## src/rtl/fb_write_sched.sv

```systemverilog
// Framebuffer write scheduler.
// Arbitrates several drawing requesters onto the single display-memory write
// port, admitting writes only while the scan line is outside the visible area.
// It also derives the per-frame and per-game-step pulses from the scan line.
// Ports:
//   clk, rst         clock, synchronous active-low reset
//   y                current scan line
//   req              per-requester level request, held until granted
//   req_addr         packed request addresses, requester i at [i*ADDR_W +: ADDR_W]
//   req_data         packed request data, same packing
//   gnt              one-hot grant pulse; the addr/data have been captured
//   mem_addr, mem_dq memory address / write data (hold last write outside a write)
//   mem_dq_oe        data drive enable for the top-level tristate
//   w_en             active-low memory write strobe
//   frame_tick       one-cycle pulse when the write window opens
//   step_tick        one-cycle pulse on every FRAME_DIV-th frame_tick
module fb_write_sched #(
    parameter int unsigned N_REQ         = 3,
    parameter int unsigned ADDR_W        = 17,
    parameter int unsigned DATA_W        = 16,
    parameter int unsigned VISIBLE_LINES = 240,
    parameter int unsigned FRAME_DIV     = 60
) (
    input  logic                      clk,
    input  logic                      rst,
    input  logic [8:0]                y,
    input  logic [N_REQ-1:0]          req,
    input  logic [N_REQ*ADDR_W-1:0]   req_addr,
    input  logic [N_REQ*DATA_W-1:0]   req_data,
    output logic [N_REQ-1:0]          gnt,
    output logic [ADDR_W-1:0]         mem_addr,
    output logic [DATA_W-1:0]         mem_dq,
    output logic                      mem_dq_oe,
    output logic                      w_en,
    output logic                      frame_tick,
    output logic                      step_tick
);

    localparam int unsigned PTR_W = (N_REQ > 1) ? $clog2(N_REQ) : 1;
    localparam int unsigned CNT_W = (FRAME_DIV > 1) ? $clog2(FRAME_DIV) : 1;
    localparam logic [PTR_W-1:0] LAST_REQ   = PTR_W'(N_REQ - 1);
    localparam logic [CNT_W-1:0] LAST_FRAME = CNT_W'(FRAME_DIV - 1);

    typedef enum logic [1:0] {
        ARB    = 2'd0,
        SETUP  = 2'd1,
        STROBE = 2'd2,
        HOLD   = 2'd3
    } state_t;

    state_t             state, state_nxt;
    logic [PTR_W-1:0]   ptr, ptr_nxt;
    logic [PTR_W-1:0]   pick, cand;
    logic               found;
    logic [N_REQ-1:0]   gnt_nxt;
    logic [ADDR_W-1:0]  addr_nxt;
    logic [DATA_W-1:0]  data_nxt;
    logic               oe_nxt;
    logic               wen_nxt;

    logic               in_win, in_win_d, win_rise;
    logic [CNT_W-1:0]   frame_cnt;

    logic [ADDR_W-1:0]  addr_arr [N_REQ];
    logic [DATA_W-1:0]  data_arr [N_REQ];

    // Unpack the flat request buses into per-requester views.
    for (genvar i = 0; i < N_REQ; i++) begin : g_unpack
        assign addr_arr[i] = req_addr[i*ADDR_W +: ADDR_W];
        assign data_arr[i] = req_data[i*DATA_W +: DATA_W];
    end

    assign in_win   = (y >= 9'(VISIBLE_LINES));
    assign win_rise = in_win & ~in_win_d;

    // Round-robin search: first set request at or above ptr, wrapping.
    always_comb begin
        found = 1'b0;
        pick  = ptr;
        cand  = '0;
        for (int unsigned off = 0; off < N_REQ; off++) begin
            cand = PTR_W'((32'(ptr) + off) % N_REQ);
            if (!found && req[cand]) begin
                found = 1'b1;
                pick  = cand;
            end
        end
    end

    // Next-state and next-output logic; outputs are registered from these.
    always_comb begin
        state_nxt = state;
        ptr_nxt   = ptr;
        gnt_nxt   = '0;
        addr_nxt  = mem_addr;
        data_nxt  = mem_dq;
        oe_nxt    = 1'b0;
        wen_nxt   = 1'b1;
        case (state)
            ARB: begin
                if (in_win && found) begin
                    state_nxt = SETUP;
                    ptr_nxt   = (pick == LAST_REQ) ? '0 : pick + PTR_W'(1);
                    gnt_nxt   = N_REQ'(1) << pick;
                    addr_nxt  = addr_arr[pick];
                    data_nxt  = data_arr[pick];
                    oe_nxt    = 1'b1;
                end
            end
            SETUP: begin
                state_nxt = STROBE;
                oe_nxt    = 1'b1;
                wen_nxt   = 1'b0;
            end
            STROBE: begin
                state_nxt = HOLD;
                oe_nxt    = 1'b1;
            end
            HOLD: begin
                // Returning to ARB releases the port for at least one cycle.
                state_nxt = ARB;
            end
            default: state_nxt = ARB;
        endcase
    end

    // Write FSM state and registered memory-port outputs.
    always_ff @(posedge clk) begin
        if (!rst) begin
            state     <= ARB;
            ptr       <= '0;
            gnt       <= '0;
            mem_addr  <= '0;
            mem_dq    <= '0;
            mem_dq_oe <= 1'b0;
            w_en      <= 1'b1;
        end else begin
            state     <= state_nxt;
            ptr       <= ptr_nxt;
            gnt       <= gnt_nxt;
            mem_addr  <= addr_nxt;
            mem_dq    <= data_nxt;
            mem_dq_oe <= oe_nxt;
            w_en      <= wen_nxt;
        end
    end

    // Frame and step pulses; in_win_d resets high so leaving reset in blanking
    // does not look like a window opening.
    always_ff @(posedge clk) begin
        if (!rst) begin
            in_win_d   <= 1'b1;
            frame_tick <= 1'b0;
            step_tick  <= 1'b0;
            frame_cnt  <= '0;
        end else begin
            in_win_d   <= in_win;
            frame_tick <= win_rise;
            step_tick  <= win_rise && (frame_cnt == LAST_FRAME);
            if (win_rise) begin
                frame_cnt <= (frame_cnt == LAST_FRAME) ? '0 : frame_cnt + CNT_W'(1);
            end
        end
    end

endmodule

```

## config.mk

```make
export PLATFORM = sky130hd
export DESIGN_NAME = fb_write_sched
export DESIGN_NICKNAME = d
export VERILOG_FILES = /design/src/rtl/fb_write_sched.sv
export SDC_FILE = /design/constraint.sdc
export NUM_CORES = 1
export LEC_CHECK = 0
export CAP_MARGIN = 20
export CORE_UTILIZATION = 37
export CTS_BUF_LIST = sky130_fd_sc_hd__clkbuf_8
export DETAILED_ROUTE_END_ITERATION = 16
export PLACE_DENSITY = 0.86
export SYNTH_ARGS = -nofsm -noshare
export SYNTH_HDL_FRONTEND = slang
export SYNTH_SLANG_ARGS = --single-unit
```

## constraint.sdc

```tcl
create_clock -name clk -period 2.35 [get_ports clk]
set_input_delay 0.235 -clock clk [delete_from_list [all_inputs] [get_ports clk]]
set_output_delay 0.235 -clock clk [all_outputs]
set_load 0.05 [all_outputs]
```

## Word level (Yosys, flattened, before mapping)

Index checks and enable logic that the tools add are counted.

| word-level totals | value |
|---|---|
| logic and storage cells | 68 |
| output and inout bits | 40 |
| register bits | 51 |
| input bits | 113 |

| cells by class | value |
|---|---|
| shift-type cells | 1 |
| $lt $le $gt $ge | 5 |
| reductions and logical operators | 10 |
| divide/modulo/power cells | 3 |
| muxes and demuxes | 25 |
| add/sub/neg operators | 4 |
| equal/unequal tests | 6 |
| bitwise operators | 3 |

Operators with widths:

| cell | number |
|---|---|
| 32-bit by 2-bit remainder unit with 32-bit output (second input constant) | 2 |
| 17-bit binary-select mux with 2-bit select | 1 |
| 17-bit 2-to-1 mux | 2 |
| 16-bit binary-select mux with 2-bit select | 1 |
| 2-bit by 2-bit remainder unit with 32-bit output (second input constant) | 1 |
| 16-bit 2-to-1 mux | 2 |
| 2-bit 2-to-1 mux | 5 |
| 9-bit by 8-bit >= comparator with 1-bit output (second input constant) | 1 |
| 2-bit by 3-bit < comparator with 1-bit output (second input constant) | 3 |
| 1-bit 2-to-1 mux | 8 |
| 2-bit case mux with 4 select lines | 1 |
| 6-bit by 1-bit adder with 6-bit output (second input constant) | 1 |
| 1-bit binary-select mux with 2-bit select | 3 |
| 2-bit == test (second input constant) | 3 |
| 6-bit == test (second input constant) | 1 |
| 6-bit 2-to-1 mux | 1 |
| 1-bit logical AND | 4 |
| 2-bit by 1-bit adder with 3-bit output (second input constant) | 1 |
| 2-bit by 2-bit adder with 3-bit output (second input constant) | 1 |
| 3-bit >= comparator (second input constant) | 1 |
| 2-bit inverter with 3-bit output | 1 |
| 3-bit AND reduction | 1 |
| 1-bit by 2-bit << shifter with 3-bit output (first input constant) | 1 |
| 2-bit by 1-bit adder with 2-bit output (second input constant) | 1 |
| other kinds (9) | 10 |

## Logic depth before layout (Yosys ltp)

Gate-level depths: netlist of run 1.

| logic depth | value |
|---|---|
| word-level depth | 14 |
| mapped depth | 12 |
| depth with buffers taken out | 8 |

## Worst setup path before layout of run 1

OpenSTA, ideal clock, no wires.

| timing path | value |
|---|---|
| kind | flip-flop to flip-flop |
| from | register ptr[0] |
| to | register mem_addr[2] |
| data required time | 2230 ps |
| setup slack | -93 ps |
| path buffers | 2 |
| stages on the path, launching flop included | 11 |
| data arrival time | 2323 ps |
| period minus slack after synthesis | 2443 ps |
| setup time | 120 ps |
| path through | dfxtp_1 -> inv_1 -> ha_1 -> mux2i_2 -> o22ai_2 -> a211o_1 -> a21oi_2 -> buf_6 -> buf_8 -> mux2_4 -> a211o_1 |

| on the way | value |
|---|---|
| word-level cells in the longest chain between the ends | 14 |
| elaborated cells between the ends (all ways) | 27 |
| classes of those cells | add/sub (2); div (3); mux (15); bitwise (1); reduce/logical (6) |

Ends and longest elaborated chain:

| element | RTL line | RTL |
|---|---|---|
| start, declared | 52 | `logic [PTR_W-1:0] ptr, ptr_nxt;` |
| start signal, assigned | 139 | `ptr <= ptr_nxt;` |
| branches (longest 14 deep; another with 32-bit by 2-bit remainder unit with 32-bit output) | - |  |
| end signal, assigned | 141 | `mem_addr <= addr_nxt;` |
| end, declared | 31 | `output logic [ADDR_W-1:0] mem_addr,` |

Parallel ways; which one is timed is not known. The select of a mux whose other input is x is not followed.
A chain may end at the register's enable or synchronous reset.

## Worst setup path after layout of run 1

| timing path | value |
|---|---|
| from | register ptr[0] |
| to | register mem_addr[10] |

The elaborated chain is that of the path after synthesis.

==> results of run 1 <==
==> final cells by class <==
type                            count  area share (%)
Timing Repair Buffer              202            38.0
Clock buffer                        6            1.48
Clock inverter                      1          0.0895
Tap cell                           99            2.22
Inverter                           20            1.39
Sequential cell                    51            18.4
Multi-Input combinational cell    206            38.4
==> power by group <==
part           total (mW)  internal (mW)  switching, mW
combinational        6.67           3.28           3.39
clock               0.509          0.232          0.277
sequential           1.41           1.22          0.197
==> cell usage in the layout (no fill, tap or decap), types with 3 or more instances in the layout <==
master and count:
mux2i_2 4, buf_6 12, mux2i_4 3, mux2i_1 10
xor2_1 3, nor2_4 3, a211o_1 23, nor4b_1 10
mux2_4 23, buf_12 9, o221ai_2 10, clkdlybuf4s50_1 148
inv_1 18, ha_1 7, nor3_4 4, buf_4 27
nor2_1 13, nor3_1 3, and2_1 22, nor4b_4 5
ha_4 3, nand2_1 20, clkbuf_8 6, nor4b_2 9
dfxtp_1 49
==> repair_timing <==
| action | CTS | global route |
|---|---|---|
| hold buffers | 0 | 0 |
| pin swaps | 35 | 17 |
| endpoints found under the setup margin | 35 | 38 |
| setup buffers | 16 | 8 |
| gates resized for setup | 78 | 28 |
| gates cloned | 5 | 3 |
==> state kept, by name, summed over array words and instances, names as in the netlist, 2 cells and up <==
| register | cells |
|---|---|
| mem_addr | 17 |
| mem_dq | 16 |
| frame_cnt | 6 |
| gnt | 3 |
| ptr | 2 |
| state | 2 |
==> per-layer routing <==
| layer | vias to the layer above | track usage (%) | share of wire [%] |
|---|---|---|---|
| li1 | 1453 | - | - |
| met1 | 1453 | 25.4 | 40 |
| met2 | 117 | 44.5 | 53 |
| met3 | 21 | 4.55 | 5.4 |
| met4 | 0 | 7.26 | 2.3 |
| met5 | - | 0 | 0 |
==> cell usage after synthesis, types with 2 or more instances <==
| master | number | share of area, % |
|---|---|---|
| o21ai_0 | 3 | 0.52 |
| nor3_2 | 2 | 0.69 |
| dfxtp_1 | 51 | 35 |
| ha_1 | 10 | 4.3 |
| nor4b_1 | 23 | 7.0 |
| nor2b_1 | 2 | 0.43 |
| o221ai_1 | 11 | 3.3 |
| nor3_1 | 4 | 0.69 |
| and2_1 | 22 | 4.8 |
| inv_1 | 20 | 2.6 |
| nor2_1 | 16 | 2.1 |
| a211o_1 | 23 | 7.0 |
| mux2_4 | 6 | 3.1 |
| buf_2 | 14 | 2.4 |
| nand2_1 | 20 | 2.6 |
| nand2b_1 | 2 | 0.43 |
| a21oi_1 | 2 | 0.35 |
| xor2_1 | 3 | 0.91 |
| mux2_2 | 17 | 6.6 |
| mux2i_1 | 16 | 5.6 |
| nand4_1 | 2 | 0.43 |
==> kinds of logic (layout without fill, tap and decap cells) <==
group / count (synthesis) / count (layout) / synth area share (%)
AO/OA/AOI/OAI: 48 / 48 / 14.5
XOR/XNOR: 4 / 4 / 1.22
adder cells (fa/ha/maj): 10 / 10 / 4.34
buffers and inverters: 38 / 229 / 6.34
flip-flops: 51 / 51 / 35.4
multiplexers: 41 / 41 / 16.2
AND/OR/NAND/NOR: 102 / 103 / 22.0
==> how the worst max path moves through the flow <==
stage | startpoint | endpoint | slack, ns | depth (start not counted)
6_report | ptr[0]$_SDFFE_PN0P_ | mem_addr[10]$_SDFFE_PN0P_ | -0.11 | 11
5_1_grt | ptr[0]$_SDFFE_PN0P_ | mem_addr[10]$_SDFFE_PN0P_ | -0.20 | 11
4_1_cts | ptr[0]$_SDFFE_PN0P_ | mem_addr[4]$_SDFFE_PN0P_ | -0.18 | 11
3_5_place_dp | req[2] | mem_dq[1]$_SDFFE_PN0P_ | -0.35 | 10
3_3_place_gp | req[2] | mem_dq[1]$_SDFFE_PN0P_ | -0.26 | 10
2_1_floorplan | ptr[0]$_SDFFE_PN0P_ | mem_addr[2]$_SDFFE_PN0P_ | 0.01 | 10
==> through the flow <==
stage,hold slack (ns),std cells
2_1_floorplan,0.297,294
3_3_place_gp,0.415,550
3_5_place_dp,0.420,550
4_1_cts,0.433,577
5_1_grt,0.436,585
6_report,0.428,585
==> results.tsv, run 1 <==
metric	value	unit
status	complete, but fails checks	
failing checks	negative setup slack	
relative slew slack	61.2	%
CTS Buffer Depth	2	
Max Cap Viol	0	
Setup CP Type	flip-flop to flip-flop	
Placement Cell Area	4680	sq um
Avg Cell Area, Syn	9.80	sq um
Least-Margin Pin Slew	0.580	ns
vias in the first global route	3198	
RD Place Congestion	0.828	
TritonRoute pass-1 iters	4	
filler cell count in the final layout	457	
yosys warns	0	
TritonCTS clock tree	done	
Final Core Density	75.4	%
first-pass GRT wire length	15300	microns
Mapped Area	2880	sq um
hold endpoint	frame_tick$_SDFF_PN0_	
CP max stage delay	0.40	ns
CTS H-tree lvls	2	
Routed WL	9860	microns
Starting Density	38.9	%
Remaining DRCs	0	
Min Clock Period, post-route	2.46	ns
Skew-Pair Late Insertion Delay	0.30	ns
CP bufs+invs	4	
IO Port Bufs	148	
Synth cell types	46	
Starting DRT DRC Count	84	
CP max-delay cell	dfxtp_4	
Finished Cell Area	5590	sq um
dpl hpwl	6080	microns
footprint of the multi-input gates	2150	sq um
root buf cell	clkbuf_8	
Fin. Hold Viols	0	
min-delay src	in_win_d$_SDFF_PN1_	
CP most frequent cell	buf_6	
Final setup viols	33	
RSZ-0062 raised after global routing	yes	
maximum clock rate	0.406	GHz
r2r startpoint	ptr[0]$_SDFFE_PN0P_	
# diodes	0	
Area Growth Syn to Fin	94.0	%
total power draw	8.59	mW
via count	3044	
Worst setup EP type	flip-flop	
leak pwr	2.38	nW
total track usage	23.2	%
P per Cell Area	1540	nW/um^2
synthesized flop and latch total	51	
FP Rows	31	
antenna violations before repair	0	
Die X-Extent	90.3	microns
Worst path top cell family by delay	compound AO/OA/AOI/OAI gates	
Worst-path clk slew	0.09	ns
DP Worst Slack	-0.346	ns
setup ws final	-0.110	ns
main flop type after synthesis	dfxtp_1	
Slew Viols, Final	0	
critical path peak fanout	4	
Min-Delay Path Depth	1	
largest net degree at the start of global routing	27	
R2R cell count	11	
Hold Path Class	flip-flop to flip-flop	
Die Y	90.3	microns
Seq/Total Area, Yosys	35.4	%
CP cell instances	inv_4, ha_4, mux2_2, nor2_4, a211o_1, a21oi_4, buf_6, buf_6, buf_6, mux2_4, a211o_1	
Die ar.	8150	sq um
worst reg2reg endpoint	mem_addr[10]$_SDFFE_PN0P_	
Overflow after GRT	0	
IO Pins	153	
CTS buffer count	5	
Async SR Flop Fraction	0	%
Tcrit/Tclk final	105	%
Reg2Reg Setup Slack	-0.11	ns
share of cells above drive strength 1	29.4	%
Peak supply drop	0.718	mV
worst endpoint required time	2.54	ns
# clock sinks	51	
net count reported at finish	609	
DR WL/cell	16.9	microns
vias per cell	5.20	
WP data arrival	2.65	ns
EDFF count, synth	0	
post-route ant nets	0	
Final TNS setup	-2.01	ns
Worst Setup Start Kind	flip-flop	
register area	1030	sq um
skew final	0.00952	ns
post-synthesis cell count	294	
Syn Nets	417	
core footprint	7410	sq um
(Power assumes the default switching activity.)
==> inputs of run 2 (changes only) <==
- SETUP_SLACK_MARGIN: not set -> 0.02
==> run 2 against run 1 <==
Net effect:
- the run still ends with negative setup slack left
- fmax shrank 4.0%
- final area grew 6.4%
- total power grew 11%
- hold slack gained 0.028 ns
- combinational power grew 13%
- sequential power is essentially flat
- critical path depth grew 2
- sequential share of layout area shrank 1.1 points
- via count grew 6.4%
- critical path type unchanged
- largest power group unchanged
- highest routed layer unchanged
==> results.tsv, run 2 (synthesized netlist as in run 1, its figures left out) <==
metric	value	unit	change
# diodes	0		unchanged
Starting DRT DRC Count	124		+48%
Final setup viols	37		+12%
total power draw	9.51	mW	+11%
via count	3240		+6.4%
maximum clock rate	0.390	GHz	-4.0%
Slew Viols, Final	0		unchanged
post-route ant nets	0		unchanged
setup ws final	-0.211	ns	-0.101 ns
Skew-Pair Late Insertion Delay	0.31	ns	about the same
Overflow after GRT	0		unchanged
skew final	0.0171	ns	+0.00753 ns
Top reg by flops	mem_addr		
CTS Buffer Depth	2		unchanged
gr busiest metal	met2		
footprint of the multi-input gates	2220	sq um	+3.4%
CTS Hold Bufs	0		unchanged
Hold Path Class	flip-flop to flip-flop		
largest net degree at the start of global routing	17		-37%
met3 Resource Use GR	5.89	%	+1.3 points
Reg2Reg Setup Slack	-0.21	ns	-0.10 ns
Routed WL	11400	microns	+15%
CTS buffer count	5		unchanged
commonest non-fill, non-tap cells in the layout	clkdlybuf4s50_1 (148), dfxtp_1 (49), buf_4 (31), a211o_1 (23), nand2_1 (20)		
DR WL/cell	18.9	microns	+12%
RSZ-0062 raised after global routing	yes		
first-pass GRT wire length	16500	microns	+8.1%
RD Place Congestion	0.853		+3.0%
status	complete, but fails checks		
IO Pins	153		unchanged
r2r startpoint	ptr[0]$_SDFFE_PN0P_		
Peak supply drop	0.827	mV	+15%
vias per cell	5.39		+3.6%
IO Port Bufs	148		unchanged
biggest regs	mem_addr (17), mem_dq (16), frame_cnt (6)		
# clock sinks	51		unchanged
P per Cell Area	1600	nW/um^2	+4.0%
critical path peak fanout	9		+5
Worst-path clk slew	0.10	ns	about the same
met2 Use GR	48.6	%	+4.1 points
max reg flops	17		unchanged
CTS H-tree lvls	2		unchanged
leak pwr	2.52	nW	+6.1%
hold endpoint	frame_tick$_SDFF_PN0_		
FP Rows	31		unchanged
Area Growth Syn to Fin	106	%	
Setup CP Type	flip-flop to flip-flop		
most common cell after layout, fill and taps aside	clkdlybuf4s50_1		
WP data arrival	2.82	ns	+0.17 ns
Placed Instances	549		-0.18%
Die ar.	8150	sq um	unchanged
worst reg2reg endpoint	mem_dq[0]$_SDFFE_PN0P_		
Max Cap Viol	0		unchanged
GR Layer Usage met1	27.5	%	+2.1 points
R2R cell count	13		+2
Starting Density	38.9	%	unchanged
register area	1030	sq um	unchanged
TritonRoute pass-1 iters	4		unchanged
root buf cell	clkbuf_8		
Worst setup EP type	flip-flop		
worst endpoint required time	2.61	ns	+0.07 ns
Min Clock Period, post-route	2.56	ns	+0.101 ns
TritonCTS clock tree	done		
failing checks	negative setup slack		
total track usage	25.3	%	+2.1 points
core footprint	7410	sq um	unchanged
Tcrit/Tclk final	109	%	+4.3 points
Least-Margin Pin Slew	0.558	ns	-0.0215 ns
Worst Setup Start Kind	flip-flop		
relative slew slack	62.7	%	+1.4 points
min-delay src	in_win_d$_SDFF_PN1_		
share of cells above drive strength 1	33.9	%	+4.4 points
Fin. Hold Viols	0		unchanged
Remaining DRCs	0		unchanged
dpl hpwl	6500	microns	+6.9%
post-route non-filler standard cell count	601		+2.7%
Die Y	90.3	microns	unchanged
vias in the first global route	3375		+5.5%
antenna violations before repair	0		unchanged
filler cell count in the final layout	428		-6.3%
Die X-Extent	90.3	microns	unchanged
Min-Delay Path Depth	1		unchanged
net count reported at finish	624		+2.5%
run 2: critical path: stages, from the launching register on:
cell	delay (ns)
dfxtp_4	0.38
inv_4	0.08
ha_4	0.17
mux2i_4	0.24
o22ai_2	0.12
buf_6	0.14
buf_6	0.11
o311a_4	0.39
buf_8	0.14
nor2_4	0.20
buf_6	0.15
buf_16	0.11
and2_1	0.16
a211o_1	0.12
run 2: final cells by class:
cell class | instances | share of cell area [%]
repair buffers | 215 | 40.2
multi-input cells | 208 | 37.3
flip-flops and latches | 51 | 17.3
well taps | 99 | 2.08
clock buffers | 7 | 1.62
inverters | 20 | 1.30
clock inverters | 1 | 0.126
run 2: per-layer routing:
metal | vias to the layer above | routed length [microns]
li1 | 1494 | -
met3 | 20 | 653
met5 | - | 0
met4 | 0 | 193
met2 | 136 | 6060
met1 | 1590 | 4470
run 2: repair_timing:
action | CTS | global route
setup endpoints to repair | 35 | 38
buffers inserted | 17 | 16
gates cloned | 11 | 2
pin swaps | 26 | 22
resized for setup | 66 | 58
run 2: stage by stage:
| step | cell area (sq um) | hold slack (ns) | setup WS, ns | setup TNS, ns | utilization (%) |
|---|---|---|---|---|---|
| 2_1_floorplan | 2900 | 0.297 | 0.0304 | 0 | - |
| 3_3_place_gp | 4690 | 0.418 | -0.203 | -6.44 | 63.3 |
| 4_1_cts | 5490 | 0.439 | -0.137 | -3.57 | 74.1 |
| 6_report | 5950 | 0.455 | -0.211 | -4.84 | 80.3 |
| 3_5_place_dp | 4690 | 0.416 | -0.348 | -10.05 | 63.3 |
| 5_1_grt | 5950 | 0.462 | -0.292 | -7.45 | 80.3 |
run 2: where the power goes:
part           switching (mW)  leakage [nW]  internal, mW
logic                    3.69          2.06          3.82
clock network           0.303        0.0505         0.269
registers               0.205         0.418          1.22
run 2: how the worst max path moves through the flow:
stage	startpoint	slack [ns]	to	depth (start not counted)
global route	ptr[0]$_SDFFE_PN0P_	-0.29	mem_dq[0]$_SDFFE_PN0P_	13
global placement	req[2]	-0.20	mem_dq[4]$_SDFFE_PN0P_	8
floorplan	ptr[0]$_SDFFE_PN0P_	0.03	mem_addr[2]$_SDFFE_PN0P_	10
finish	ptr[0]$_SDFFE_PN0P_	-0.21	mem_dq[0]$_SDFFE_PN0P_	13
detailed placement	req[2]	-0.35	mem_addr[7]$_SDFFE_PN0P_	8
CTS	ptr[0]$_SDFFE_PN0P_	-0.14	mem_dq[3]$_SDFFE_PN0P_	12
